--- config.mk ---
export PLATFORM = sky130hd
export DESIGN_NAME = alu_issue_ctrl
export DESIGN_NICKNAME = d
export VERILOG_FILES = /design/src/rtl/alu_issue_ctrl.sv
export SDC_FILE = /design/constraint.sdc
export NUM_CORES = 1
export LEC_CHECK = 0
export CORE_UTILIZATION = 55
export CTS_BUF_LIST = sky130_fd_sc_hd__clkbuf_8
export DETAILED_ROUTE_END_ITERATION = 8
export HOLD_SLACK_MARGIN = 0.08
export PLACE_DENSITY = 0.79
export SYNTH_ARGS = -nofsm -noshare
export SYNTH_HDL_FRONTEND = slang
export SYNTH_SLANG_ARGS = --single-unit
export TNS_END_PERCENT = 30
--- constraint.sdc ---
create_clock -name clk -period 2.6 [get_ports clk]
set_clock_uncertainty 0.05 [all_clocks]
set_input_delay 0.26 -clock clk [delete_from_list [all_inputs] [get_ports clk]]
set_output_delay 0.26 -clock clk [all_outputs]
set_load 0.005 [all_outputs]
--- src/rtl/alu_issue_ctrl.sv ---
// Issue controller for a combinational ALU: accepts instruction words, reads an
// 8x16 register file, drives the ALU and retires results into regs/pc/flags.
module alu_issue_ctrl #(
  parameter int PC_W = 8,
  parameter int NREG = 8
) (
  input  logic            clk,
  input  logic            rst_n,
  input  logic            instr_valid,
  input  logic [15:0]     instr_data,
  output logic            instr_ready,
  output logic [15:0]     alu_a,
  output logic [15:0]     alu_b,
  output logic [3:0]      alu_s,
  input  logic [15:0]     alu_f,
  input  logic            alu_take_branch,
  input  logic            alu_ovf,
  input  logic            clr_flags,
  output logic [PC_W-1:0] pc,
  output logic            done,
  output logic            ovf_sticky,
  output logic            illegal,
  input  logic [2:0]      dbg_addr,
  output logic [15:0]     dbg_data
);

  // state | meaning
  // IDLE  | ready for a new instruction word
  // EXEC  | ALU driven from latched word; results captured at the edge
  // WB    | writeback, pc update, flag update, done pulse
  typedef enum logic [1:0] {IDLE, EXEC, WB} state_t;

  state_t state, state_nx;

  logic [15:0] instr_q;
  logic [15:0] rf [NREG];
  logic [15:0] f_q;
  logic        ovf_q;
  logic        br_q;

  logic [3:0]  op;
  logic        imm;
  logic [2:0]  rd;
  logic [2:0]  rs;
  logic [4:0]  lo;
  logic [15:0] ext_lo;
  logic [15:0] rs_val;
  logic [15:0] rb_val;
  logic        wr_en;
  logic        is_branch;
  logic [PC_W-1:0] br_off;

  assign op  = instr_q[15:12];
  assign imm = instr_q[11];
  assign rd  = instr_q[10:8];
  assign rs  = instr_q[7:5];
  assign lo  = instr_q[4:0];

  // shift amounts are unsigned; every other immediate is a signed 5-bit value
  assign ext_lo = (op == 4'd4 || op == 4'd5) ? {11'b0, lo} : {{11{lo[4]}}, lo};
  assign rs_val = (rs == 3'd0) ? 16'h0000 : rf[rs];
  assign rb_val = (lo[4:2] == 3'd0) ? 16'h0000 : rf[lo[4:2]];

  assign alu_a = rs_val;
  assign alu_b = imm ? ext_lo : rb_val;
  assign alu_s = op;

  assign wr_en     = (op <= 4'd5) || (op == 4'd8);
  assign is_branch = (op == 4'd6) || (op == 4'd7);
  assign br_off    = {{(PC_W-5){lo[4]}}, lo};

  assign dbg_data = (dbg_addr == 3'd0) ? 16'h0000 : rf[dbg_addr];

  always_ff @(posedge clk or negedge rst_n) begin
    if (!rst_n) state <= IDLE;
    else        state <= state_nx;
  end

  always_comb begin
    state_nx    = state;
    instr_ready = 1'b0;
    case (state)
      IDLE: begin
        instr_ready = 1'b1;
        if (instr_valid) state_nx = EXEC;
      end
      EXEC:    state_nx = WB;
      WB:      state_nx = IDLE;
      default: state_nx = IDLE;
    endcase
  end

  always_ff @(posedge clk or negedge rst_n) begin
    if (!rst_n) begin
      instr_q    <= '0;
      f_q        <= '0;
      ovf_q      <= 1'b0;
      br_q       <= 1'b0;
      pc         <= '0;
      done       <= 1'b0;
      ovf_sticky <= 1'b0;
      illegal    <= 1'b0;
      for (int i = 0; i < NREG; i++) rf[i] <= '0;
    end else begin
      done <= 1'b0;
      if (state == IDLE && instr_valid) instr_q <= instr_data;
      if (state == EXEC) begin
        f_q   <= alu_f;
        ovf_q <= alu_ovf;
        br_q  <= alu_take_branch;
      end
      if (clr_flags) begin
        ovf_sticky <= 1'b0;
        illegal    <= 1'b0;
      end
      // flag sets come after the clear so a simultaneous set wins
      if (state == WB) begin
        done <= 1'b1;
        if (wr_en && rd != 3'd0) rf[rd] <= f_q;
        if (is_branch && br_q) pc <= pc + br_off;
        else                   pc <= pc + PC_W'(1);
        if (op == 4'd0 && ovf_q) ovf_sticky <= 1'b1;
        if (op >= 4'd9)          illegal    <= 1'b1;
      end
    end
  end

endmodule

After elaboration in Yosys (flattened, before gate mapping)
Index checks and enable logic that the tools add are counted.
Cells by class
  multipliers: 0
  multiplexer cells: 28
  order comparisons: 7
  bitwise logic cells: 4
  add/subtract/negate cells: 2
  reductions and logical operators: 15
  divide/modulo/power cells: 0
  equal/unequal tests: 8
  shifts and indexed selects: 0
Operators by type and width (count)
  $mux 16: 12
  $bmux 16 s3: 3
  $bwmux 128: 1
  $demux 16 s3: 1
  $ge 4x4->1 const B: 5
  $eq 4x3->1 const B: 4
  $not 3->4: 4
  $logic_not 3->1: 3
  $add 8x1->8 const B: 1
  $add 8x8->8: 1
  $mux 1: 8
  $mux 8: 1
  $logic_and 1x1->1: 5
  $eq 4x4->1 const B: 1
  $le 4x3->1 const B: 1
  $logic_not 4->1: 1
  $lt 4x1->1 const B: 1
  $pmux 2 s2: 1
  $logic_or 1x1->1: 3
  $reduce_bool 3->1: 1
  $eq 2x1->1 const B: 1
  $eq 2x2->1 const B: 1
  $logic_not 2->1: 1
  $mux 2: 1
  other kinds (2): 2
Storage, ports and cells
  bits of input ports: 41
  RAM bits: 0
  memories kept: 0
  bits in latches: 0
  bits in registers: 175
  ROM bits: 0
  output and inout port bits: 64

Depth between registers and ports, before layout
Gate-level depths: netlist of run 1.
  depth in word-level cells: 6
  depth in mapped cells: 11
  mapped depth without buffers: 10

Worst setup path after synthesis of run 1
Ideal clock, no wire load.
  path type: register -> register
  start: register instr_q[15]
  end: register pc[7]
  stages on the path, launching flop included: 11
  setup time: 0.123 ns
  path slack: 0.320 ns
  data required time: 2.427 ns
  arrival time: 2.107 ns
  cell sequence: dfrtp_1 > and4b_2 > clkbuf_1 > nand2_1 > inv_1 > ha_1 > a211oi_1 > nor2_1 > o211a_1 > a31o_2 > xor2_1
Between the ends
  longest elaborated chain between the ends: 4
  elaborated cells on any way between the ends: 5
  those cells by class: eq/ne: 2; mux: 1; reduce/logical: 2
RTL lines
  start: declaration: RTL line 35  | logic [15:0] instr_q;
  start signal: assignment: RTL line 106  | if (state == IDLE && instr_valid) instr_q <= instr_data;
  $eq 4x3->1: RTL line 69  | assign is_branch = (op == 4'd6) || (op == 4'd7);
  $logic_or 1x1->1 (*): RTL line 69
  $logic_and 1x1->1 (*): RTL line 120  | if (is_branch && br_q) pc <= pc + br_off;
  $mux 8 (*): RTL line 120
  end signal: assignment: RTL line 120
  end signal: assignment: RTL line 121  | else pc <= pc + PC_W'(1);
  end: declaration: RTL line 19  | output logic [PC_W-1:0] pc,
Mark *: on every way between the ends. The rest lies on a longest branch, timed or not.
A chain may end at the register's enable or synchronous reset.

Worst setup path in the final report of run 1
  start: register instr_q[6]
  end: output port alu_a[13]
Between the ends
  longest elaborated chain between the ends: 5
  elaborated cells on any way between the ends: 6
  those cells by class: mux: 4; bitwise: 1; reduce/logical: 1
RTL lines
  $not 3->4 (not written as such): RTL line 61  | assign rs_val = (rs == 3'd0) ? 16'h0000 : rf[rs];
  $bmux 16 s3: RTL line 61
  $mux 16 (not written as such) (2 in a row): RTL line 61
  $mux 16 (*): RTL line 61
  end: declaration: RTL line 12  | output logic [15:0] alu_a,
Mark *: on every way between the ends. The rest lies on a longest branch, timed or not. The select of a mux whose other input is x is not followed.

==> results of run 1 <==
[synthesized netlist by cell type (all sizes together), types with 4 or more instances]
| library cell | number | area share (%) |
|---|---|---|
| o21ai | 38 | 2.1 |
| a221oi | 15 | 1.5 |
| clkbuf | 40 | 1.7 |
| buf | 24 | 1.5 |
| ha | 4 | 0.56 |
| nor2 | 19 | 0.79 |
| a211oi | 4 | 0.33 |
| a21oi | 33 | 1.8 |
| nand2 | 30 | 1.3 |
| a22oi | 32 | 2.7 |
| mux2 | 192 | 24 |
| mux4 | 48 | 12 |
| inv | 23 | 0.96 |
| nor2b | 5 | 0.35 |
| dfrtp | 159 | 44 |
[state kept, by name, indices dropped and copies added, names as in the netlist]
register and flops:
illegal 1, ovf_sticky 1, br_q 1, ovf_q 1, f_q 16, done 1
pc 8, rf 112, instr_q 16, state 2
[per-stage QoR]
stage	setup WS (ns)	instances	util [%]	area, um^2	hold WS (ns)
2_1_floorplan	0.3197	707	-	8979	-0.08559
3_3_place_gp	0.1311	1005	65.28	10370	0.1531
3_5_place_dp	0.09450	1005	65.28	10370	0.1587
4_1_cts	-0.07742	1044	68.66	10910	0.2339
5_1_grt	-0.07616	1047	69.47	11040	0.2681
6_report	-0.005213	1047	69.47	11040	0.2363
[metal layers]
layer  global-route usage [%]  vias to the layer above
met5                        0                        -
met4                    13.47                        0
met3                    6.437                       52
met2                    51.18                      322
met1                    40.37                     3465
li1                         -                     2865
[worst paths after layout]
check | slack [ns] | end
min reg2reg | 0.42 | pc[7]
min | 0.24 | instr_q[8]
min in group clk | 0.35 | instr_q[14]
max in group asynchronous | 1.44 | rf[2]
max reg2reg | 0.21 | pc[6]
max | -0.005 | alu_a[13]
[cell families (layout without fill, tap and decap cells)]
family	count (synthesis)	in the layout	synth area share (%)
compound gates	133	133	9.462
buf+inv	87	211	4.139
simple gates	75	75	4.362
fa+ha+maj	5	5	0.7804
mux	243	243	36.45
xor+xnor	5	5	0.4878
flops	159	159	44.31
[worst max-delay path, stage by stage (launching register included)]
cell	delay (ns)
dfrtp_2	0.44
buf_12	0.19
mux2_2	0.35
a221oi_1	0.28
a21oi_1	0.08
clkdlybuf4s50_1	0.50
[layout make-up]
cell class | count | area, um^2
timing repair buffer | 156 | 1539
multi-input combinational | 461 | 4698
sequential | 159 | 3983
clock inverter | 12 | 183.9
fill | 1098 | 4850
tap | 216 | 270.3
inverter | 23 | 86.33
clock buffer | 20 | 275.3
[report_power, final]
part           switching (W)  internal [W]
Sequential           0.00119       0.00347
Clock               0.000942       0.00113
Combinational        0.00192       0.00303
[repair_timing]
item,in CTS,in global routing
resized for setup,32,41
gates cloned,0,0
buffers inserted,6,3
hold buffers,1,0
endpoints found under the setup margin,32,30
endpoints found under the hold margin,55,0
pin swaps,0,1
==> results_dict.tcl, run 1 <==
set metrics [dict create \
    outcome "finished with violations" \
    violations "setup timing" \
    startpoint_type "register" \
    final_nets 864 \
    synth-edff-count 0 \
    crit_type "reg -> out" \
    cp-end-kind "output port" \
    coreArea_um2 15890 \
    grt_remaining_overflow 0 \
    grt_max_degree 68 \
    crit_start "instr_q[6]" \
    die_w_um 129.8 \
    slew_headroom_pct 60.55 \
    drive_gt1_share_pct 42.72 \
    max_freq_mhz 383.8 \
    synthFlopType "dfrtp_1" \
    met2_length_mm 12.28 \
    clock-sinks 159 \
    syn_to_final_growth_pct 22.91 \
    cts_max_level 4 \
    final_antenna_net_count 0 \
    cts-root-buf "clkbuf_8" \
    dieArea_um2 16840 \
    fp-row-count 46 \
    insertedDiodeCount 0 \
    required_ns 2.29 \
    ir_drop_mv 0.4808 \
    synth_cell_type_count 43 \
    total_power_w 0.01167 \
    cts.path.max_buffers 2 \
    fin_crit_ns 2.605 \
    wire_per_inst_um 23.26 \
    die_y_um 129.8 \
    grt_antenna_before_repair 0 \
    worstMarginPinSlew_ns 0.5917 \
    dr.max_layer_used "met4" \
    finalHoldViolations 0 \
    mostFrequentLayoutCells "mux2_2, dfrtp_1, clkdlybuf4s50_1, mux4_2, buf_4" \
    rsz0062_at_grt "yes" \
    wl_met1_mm 9.622 \
    hp-class "in -> async" \
    synthCells 707 \
    synth_nets 753 \
    cts_tree "yes" \
    slew_violations 0 \
    drtIter0Drc 530 \
    fin_setup_tns_ns -0.007006 \
    vias 6704 \
    routed-wl-met3_mm 1.887 \
    synth_seq_cells 159 \
    cp_max_fo 19 \
    post-route-drc-count 0 \
    avgViaCountPerCell 6.403 \
    path_clk_slew_ns 0.09 \
    hpwl_mm 15.81 \
    grt_pass1_vias 7051 \
    synth_area_um2 8979 \
    syn_avg_cell_area_um2 12.70 \
    drt_wl_total_mm 24.35 \
    ys_seq_area_share_pct 44.31 \
    p_leak_nw 4.856 \
    power_density_nw_per_um2 1058 \
    ys_async_sr_fraction_pct 100.0 \
    worstReg2RegStart "instr_q[14]" \
    arrival_ns 2.30 \
    fin_crit_sh_pct 100.2 \
    fin_ws_ns -0.005213 \
    start_util_pct 56.52 \
    grt_pass1_wl_mm 38.79 \
    ys.warnings.count 0 \
    gp_congestion 0.8655 \
    layout.cells.most_common "mux2_2" \
    grt_usage_pct 31.16 \
    ios 105 \
    clk_latency_ns 0.46 \
    r2r_cells 10 \
    first_pass_iters 5 \
    setup_viol_count_final 2 \
    cap_violations 0 \
    cts_inserted_buffers 17 \
    portBuffers 104 \
]
Note: power is estimated with default switching activity, not from simulation.
==> inputs of run 2 (changes only) <==
--- a/config.mk
+++ b/config.mk
@@ -8,8 +8,10 @@
 export CORE_UTILIZATION = 55
 export CTS_BUF_LIST = sky130_fd_sc_hd__clkbuf_8
 export DETAILED_ROUTE_END_ITERATION = 8
+export GPL_ROUTABILITY_DRIVEN = 0
 export HOLD_SLACK_MARGIN = 0.08
 export PLACE_DENSITY = 0.79
+export SKIP_LAST_GASP = 1
 export SYNTH_ARGS = -nofsm -noshare
 export SYNTH_HDL_FRONTEND = slang
 export SYNTH_SLANG_ARGS = --single-unit
==> run 2 against run 1 <==
- the run still ends with setup timing left
- worst hold slack about the same
- power shrank 0.71%
- final cell count fell by 0.29%
- largest cell class unchanged
- first-iteration DRC count rose by 6.2%
- largest power group unchanged
- core utilization is 0.60 points lower
- design area fell by 0.86%
- highest routed layer unchanged
==> results_dict.tcl, run 2 (synthesized netlist as in run 1, its figures left out) <==
set metrics [dict create \
    fin_crit_sh_pct 102.9 \
    setup_viol_count_final 10 \
    required_ns 2.29 \
    mostFrequentLayoutCells "mux2_2, dfrtp_1, clkdlybuf4s50_1, mux4_2, buf_4" \
    portBuffers 104 \
    fin_setup_tns_ns -0.2769 \
    cts_max_level 4 \
    drt_wl_total_mm 24.35 \
    avgViaCountPerCell 6.456 \
    arrival_ns 2.36 \
    fin_crit_ns 2.675 \
    cts_inserted_buffers 17 \
    dieArea_um2 16840 \
    largest_register_ff_count 112 \
    grt_usage_pct 31.19 \
    finalHoldViolations 0 \
    grt_pass1_wl_mm 38.83 \
    final_antenna_net_count 0 \
    cp_max_fo 19 \
    clk_latency_ns 0.46 \
    cp-end-kind "output port" \
    cts_tree "yes" \
    cts.path.max_buffers 2 \
    reg2reg_to "pc[6]" \
    violations "setup timing" \
    reg_top3 "rf: 112 flops, f_q: 16 flops, instr_q: 16 flops" \
    coreArea_um2 15890 \
    rsz0062_at_grt "yes" \
    p_leak_nw 4.829 \
    insertedDiodeCount 0 \
    die_y_um 129.8 \
    grt_pass1_vias 7046 \
    drive_gt1_share_pct 40.70 \
    cap_violations 0 \
    die_w_um 129.8 \
    grt_antenna_before_repair 0 \
    power_density_nw_per_um2 1059 \
    vias 6740 \
    first_pass_iters 6 \
    layout.cells.most_common "mux2_2" \
    start_util_pct 56.52 \
    syn_to_final_growth_pct 21.85 \
    drtIter0Drc 563 \
    slew_violations 0 \
    ir_drop_mv 0.4923 \
    fp-row-count 46 \
    clock-sinks 159 \
    wire_per_inst_um 23.32 \
    worstReg2RegStart "instr_q[14]" \
    path_clk_slew_ns 0.09 \
    fin_ws_ns -0.07452 \
    startpoint_type "register" \
    grt_max_degree 68 \
    crit_type "reg -> out" \
    top_register "rf" \
    post-route-drc-count 0 \
    slew_headroom_pct 62.12 \
    grt_remaining_overflow 0 \
    outcome "finished with violations" \
    hp-class "in -> async" \
    ios 105 \
    r2r_cells 10 \
    cts-root-buf "clkbuf_8" \
    r2r_slack_ns 0.21 \
    pre_cts_slack_ns 0.09450 \
    worstMarginPinSlew_ns 0.5682 \
    hpwl_mm 15.81 \
    final_nets 861 \
    max_freq_mhz 373.9 \
]
-- run 2: worst max path at each step --
stage                 from           to  slack [ns]
6_report        instr_q[6]    alu_a[12]       -0.07
5_1_grt         instr_q[2]     alu_b[6]       -0.19
4_1_cts         instr_q[2]     alu_b[2]       -0.13
3_5_place_dp   dbg_addr[1]  dbg_data[7]        0.09
3_3_place_gp   dbg_addr[1]  dbg_data[5]        0.13
2_1_floorplan  instr_q[15]        pc[7]        0.32
-- run 2: worst max-delay path, cell delays in order, from the launching register on --
cell and delay, ns:
dfrtp_1 0.40, buf_6 0.25, mux2_2 0.37, a221oi_1 0.27, a21oi_1 0.12, clkdlybuf4s50_1 0.49
-- run 2: area by class of cell --
type / instances / area (um^2)
Timing Repair Buffer: 153 / 1496
Clock inverter: 12 / 183.9
Clock buffer: 20 / 275.3
Fill cell: 1109 / 4945
Inverter: 23 / 86.33
Multi-Input combinational cell: 461 / 4648
Sequential cell: 159 / 3980
Tap cell: 216 / 270.3
-- run 2: repair_timing --
| action | 4_1_cts | 5_1_grt |
|---|---|---|
| cloned | 0 | 0 |
| setup buffers | 6 | 0 |
| gates resized for setup | 20 | 13 |
| setup endpoints to repair | 32 | 31 |
| endpoints found under the hold margin | 55 | 0 |
| hold buffers | 1 | 0 |
-- run 2: stage by stage --
| step | power, W | std cells | util, % | hold WS, ns | instance area, um^2 |
|---|---|---|---|---|---|
| after floorplan | 0.007359 | 707 | - | -0.08559 | 8979 |
| after global placement | 0.009113 | 1005 | 65.28 | 0.1531 | 10370 |
| after detailed placement | 0.009415 | 1005 | 65.28 | 0.1587 | 10370 |
| after CTS | 0.01156 | 1044 | 68.66 | 0.2339 | 10910 |
| after global routing | 0.01225 | 1044 | 68.87 | 0.2680 | 10940 |
| final | 0.01159 | 1044 | 68.87 | 0.2361 | 10940 |
-- run 2: metal layers --
metal	global-route usage, %	part of all wire, %	vias up
li1	-	-	2871
met1	40.53	40	3495
met2	51.18	50	324
met3	6.314	7.3	50
met4	13.47	2.3	0
met5	0	0	-
-- run 2: power by group --
group,switching [W],internal (W),total (W)
Sequential,0.00117,0.00347,0.00464
Combinational,0.00188,0.00300,0.00488
Clock,0.000940,0.00113,0.00207
Total,0.00400,0.00759,0.0116
==> inputs of run 3 (changes only) <==
--- a/config.mk
+++ b/config.mk
@@ -5,12 +5,14 @@
 export SDC_FILE = /design/constraint.sdc
 export NUM_CORES = 1
 export LEC_CHECK = 0
-export CORE_UTILIZATION = 55
+export CELL_PAD_IN_SITES_DETAIL_PLACEMENT = 0
+export CELL_PAD_IN_SITES_GLOBAL_PLACEMENT = 1
+export CORE_UTILIZATION = 47
 export CTS_BUF_LIST = sky130_fd_sc_hd__clkbuf_8
 export DETAILED_ROUTE_END_ITERATION = 8
 export GPL_ROUTABILITY_DRIVEN = 0
 export HOLD_SLACK_MARGIN = 0.08
-export PLACE_DENSITY = 0.79
+export PLACE_DENSITY = 0.91
 export SKIP_LAST_GASP = 1
 export SYNTH_ARGS = -nofsm -noshare
 export SYNTH_HDL_FRONTEND = slang
==> run 3 against run 2 <==
- the flow still finishes with violations (setup timing)
- combinational power increased by 4.1%
- global-route usage shrank 5.0 points
- largest cell class unchanged
- non-clock buffer count grew 6
- final cell count up 2.3%
- maximum frequency down 4.7%
- sequential cell count unchanged
- setup slack got worse by 0.13 ns
- routed wire length grew 3.2%
- worst hold slack barely moved
- design area is 1.6% higher
==> results_dict.tcl, run 3 (synthesized netlist as in run 1, its figures left out) <==
set metrics [dict create \
    grt_pass1_wl_mm 38.82 \
    p_int_w 0.007672 \
    pwr-share-seq_pct 39.4 \
    arrival_ns 2.50 \
    hpwl_mm 15.67 \
    ir_drop_mv 0.4759 \
    path_clk_slew_ns 0.10 \
    first_pass_iters 5 \
    worstMarginPinSlew_ns 0.5128 \
    finalHoldViolations 0 \
    wire_per_inst_um 23.52 \
    max_freq_mhz 356.2 \
    power_density_nw_per_um2 1060 \
    outcome "finished with violations" \
    syn_to_final_growth_pct 23.79 \
    grt_max_degree 61 \
    crit_type "reg -> out" \
    grt_antenna_before_repair 0 \
    switchingPower_w 0.004112 \
    post-route-drc-count 0 \
    total_power_w 0.01178 \
    cp_max_fo 8 \
    vias 6682 \
    die_y_um 140.2 \
    clockPowerShare_pct 17.5 \
    fp-row-count 50 \
    coreArea_um2 18710 \
    cp-end-kind "output port" \
    grt_usage_pct 26.24 \
    die_w_um 140.2 \
    p_leak_nw 4.832 \
    start_util_pct 48.00 \
    final_antenna_net_count 0 \
    pre_cts_slack_ns 0.01216 \
    dieArea_um2 19660 \
    insertedDiodeCount 0 \
    r2r_slack_ns 0.15 \
    slew_violations 0 \
    drt_wl_total_mm 25.12 \
    cts_tree "yes" \
    fin_crit_ns 2.807 \
    cts-root-buf "clkbuf_8" \
    slew_headroom_pct 65.81 \
    startpoint_type "register" \
    fin_crit_sh_pct 108.0 \
    clk_latency_ns 0.48 \
    final_util_pct 59.42 \
    drive_gt1_share_pct 41.37 \
    drtIter0Drc 663 \
    hp-class "in -> async" \
    cts_max_level 4 \
    final_nets 867 \
    portBuffers 104 \
    reg_top3 "rf: 112 flops, f_q: 16 flops, instr_q: 16 flops" \
    grt_pass1_vias 6969 \
    clock-sinks 159 \
    setup_viol_count_final 29 \
    avgViaCountPerCell 6.257 \
    required_ns 2.29 \
    combPwrFrac_pct 43.1 \
    power_switching_share_pct 34.90 \
    ios 105 \
    cap_violations 0 \
    fin_ws_ns -0.2074 \
    mostFrequentLayoutCells "mux2_2, dfrtp_1, clkdlybuf4s50_1, mux4_2, buf_4" \
    grt_remaining_overflow 0 \
    rsz0062_at_grt "yes" \
    fin_setup_tns_ns -2.809 \
    layout.cells.most_common "mux2_2" \
    largest_register_ff_count 112 \
    violations "setup timing" \
    top_register "rf" \
    cts_inserted_buffers 17 \
    cts.path.max_buffers 2 \
]
## run 3: cell count changes in the layout (fill, tap and decap cells not counted), sizes merged
cell / delta
clkdlybuf4s50: +8
inv: +7
buf: +5
dlymetal6s2s: -5
clkinv: -3
dlygate4sd2: -3
clkbuf: -2
clkinvlp: -1
## run 3: area by class of cell
class                           count  area, um^2
Timing Repair Buffer              159        1657
Clock buffer                       17       234.0
Multi-Input combinational cell    461        4653
Clock inverter                     15       209.0
Tap cell                          234       292.8
Sequential cell                   159        3983
Fill cell                        1399        7591
Inverter                           23       86.33
## run 3: metrics by stage
| step | area, um^2 | instances | hold slack, ns |
|---|---|---|---|
| 2_1_floorplan | 8979 | 707 | -0.08559 |
| 3_3_place_gp | 10450 | 1022 | 0.1863 |
| 3_5_place_dp | 10450 | 1022 | 0.1913 |
| 4_1_cts | 11050 | 1064 | 0.2463 |
| 5_1_grt | 11110 | 1068 | 0.2677 |
| 6_report | 11110 | 1068 | 0.2366 |
## run 3: critical path, cell delays in order (launching register included)
cell,delay [ns]
dfrtp_2,0.47
buf_4,0.16
clkbuf_16,0.16
mux2_2,0.23
a22oi_1,0.07
o31ai_1,0.35
clkdlybuf4s50_1,0.57
## run 3: worst paths after layout
path                                start          end  depth (start not counted)
setup / recovery               instr_q[2]     alu_b[3]                          6
hold / removal                      rst_n      illegal                          2
setup reg to reg              instr_q[14]        pc[4]                         10
hold reg to reg                     pc[7]        pc[7]                          1
max in group asynchronous           rst_n        rf[1]                          3
min in group clk           instr_data[14]  instr_q[14]                          3
## run 3: power groups by stage
stage | Combinational [W] | Clock [W] | Sequential [W]
5_1_grt | 0.00542 | 0.00219 | 0.00478
3_5_place_dp | 0.00486 | 0 | 0.00460
3_3_place_gp | 0.00470 | 0 | 0.00448
2_1_floorplan | 0.00318 | 0 | 0.00418
6_report | 0.00508 | 0.00206 | 0.00464
4_1_cts | 0.00501 | 0.00208 | 0.00457
## run 3: metal layers
layer  vias up  part of all wire (%)  global-route usage [%]  routed length, um
li1       2874                     -                       -                  -
met1      3462                    40                   33.03              10070
met2       294                    50                   44.26              12660
met3        52                   6.7                   5.231               1672
met4         0                   2.9                   11.05                720
met5         -                     0                       0                  0
## run 3: repair_timing
| item | CTS | global route |
|---|---|---|
| buffers inserted | 9 | 3 |
| cloned | 0 | 1 |
| hold endpoints to repair | 47 | 0 |
| resized for setup | 30 | 6 |
| hold buffers | 1 | 0 |
| pin swaps | 0 | 0 |
| setup endpoints to repair | 32 | 36 |
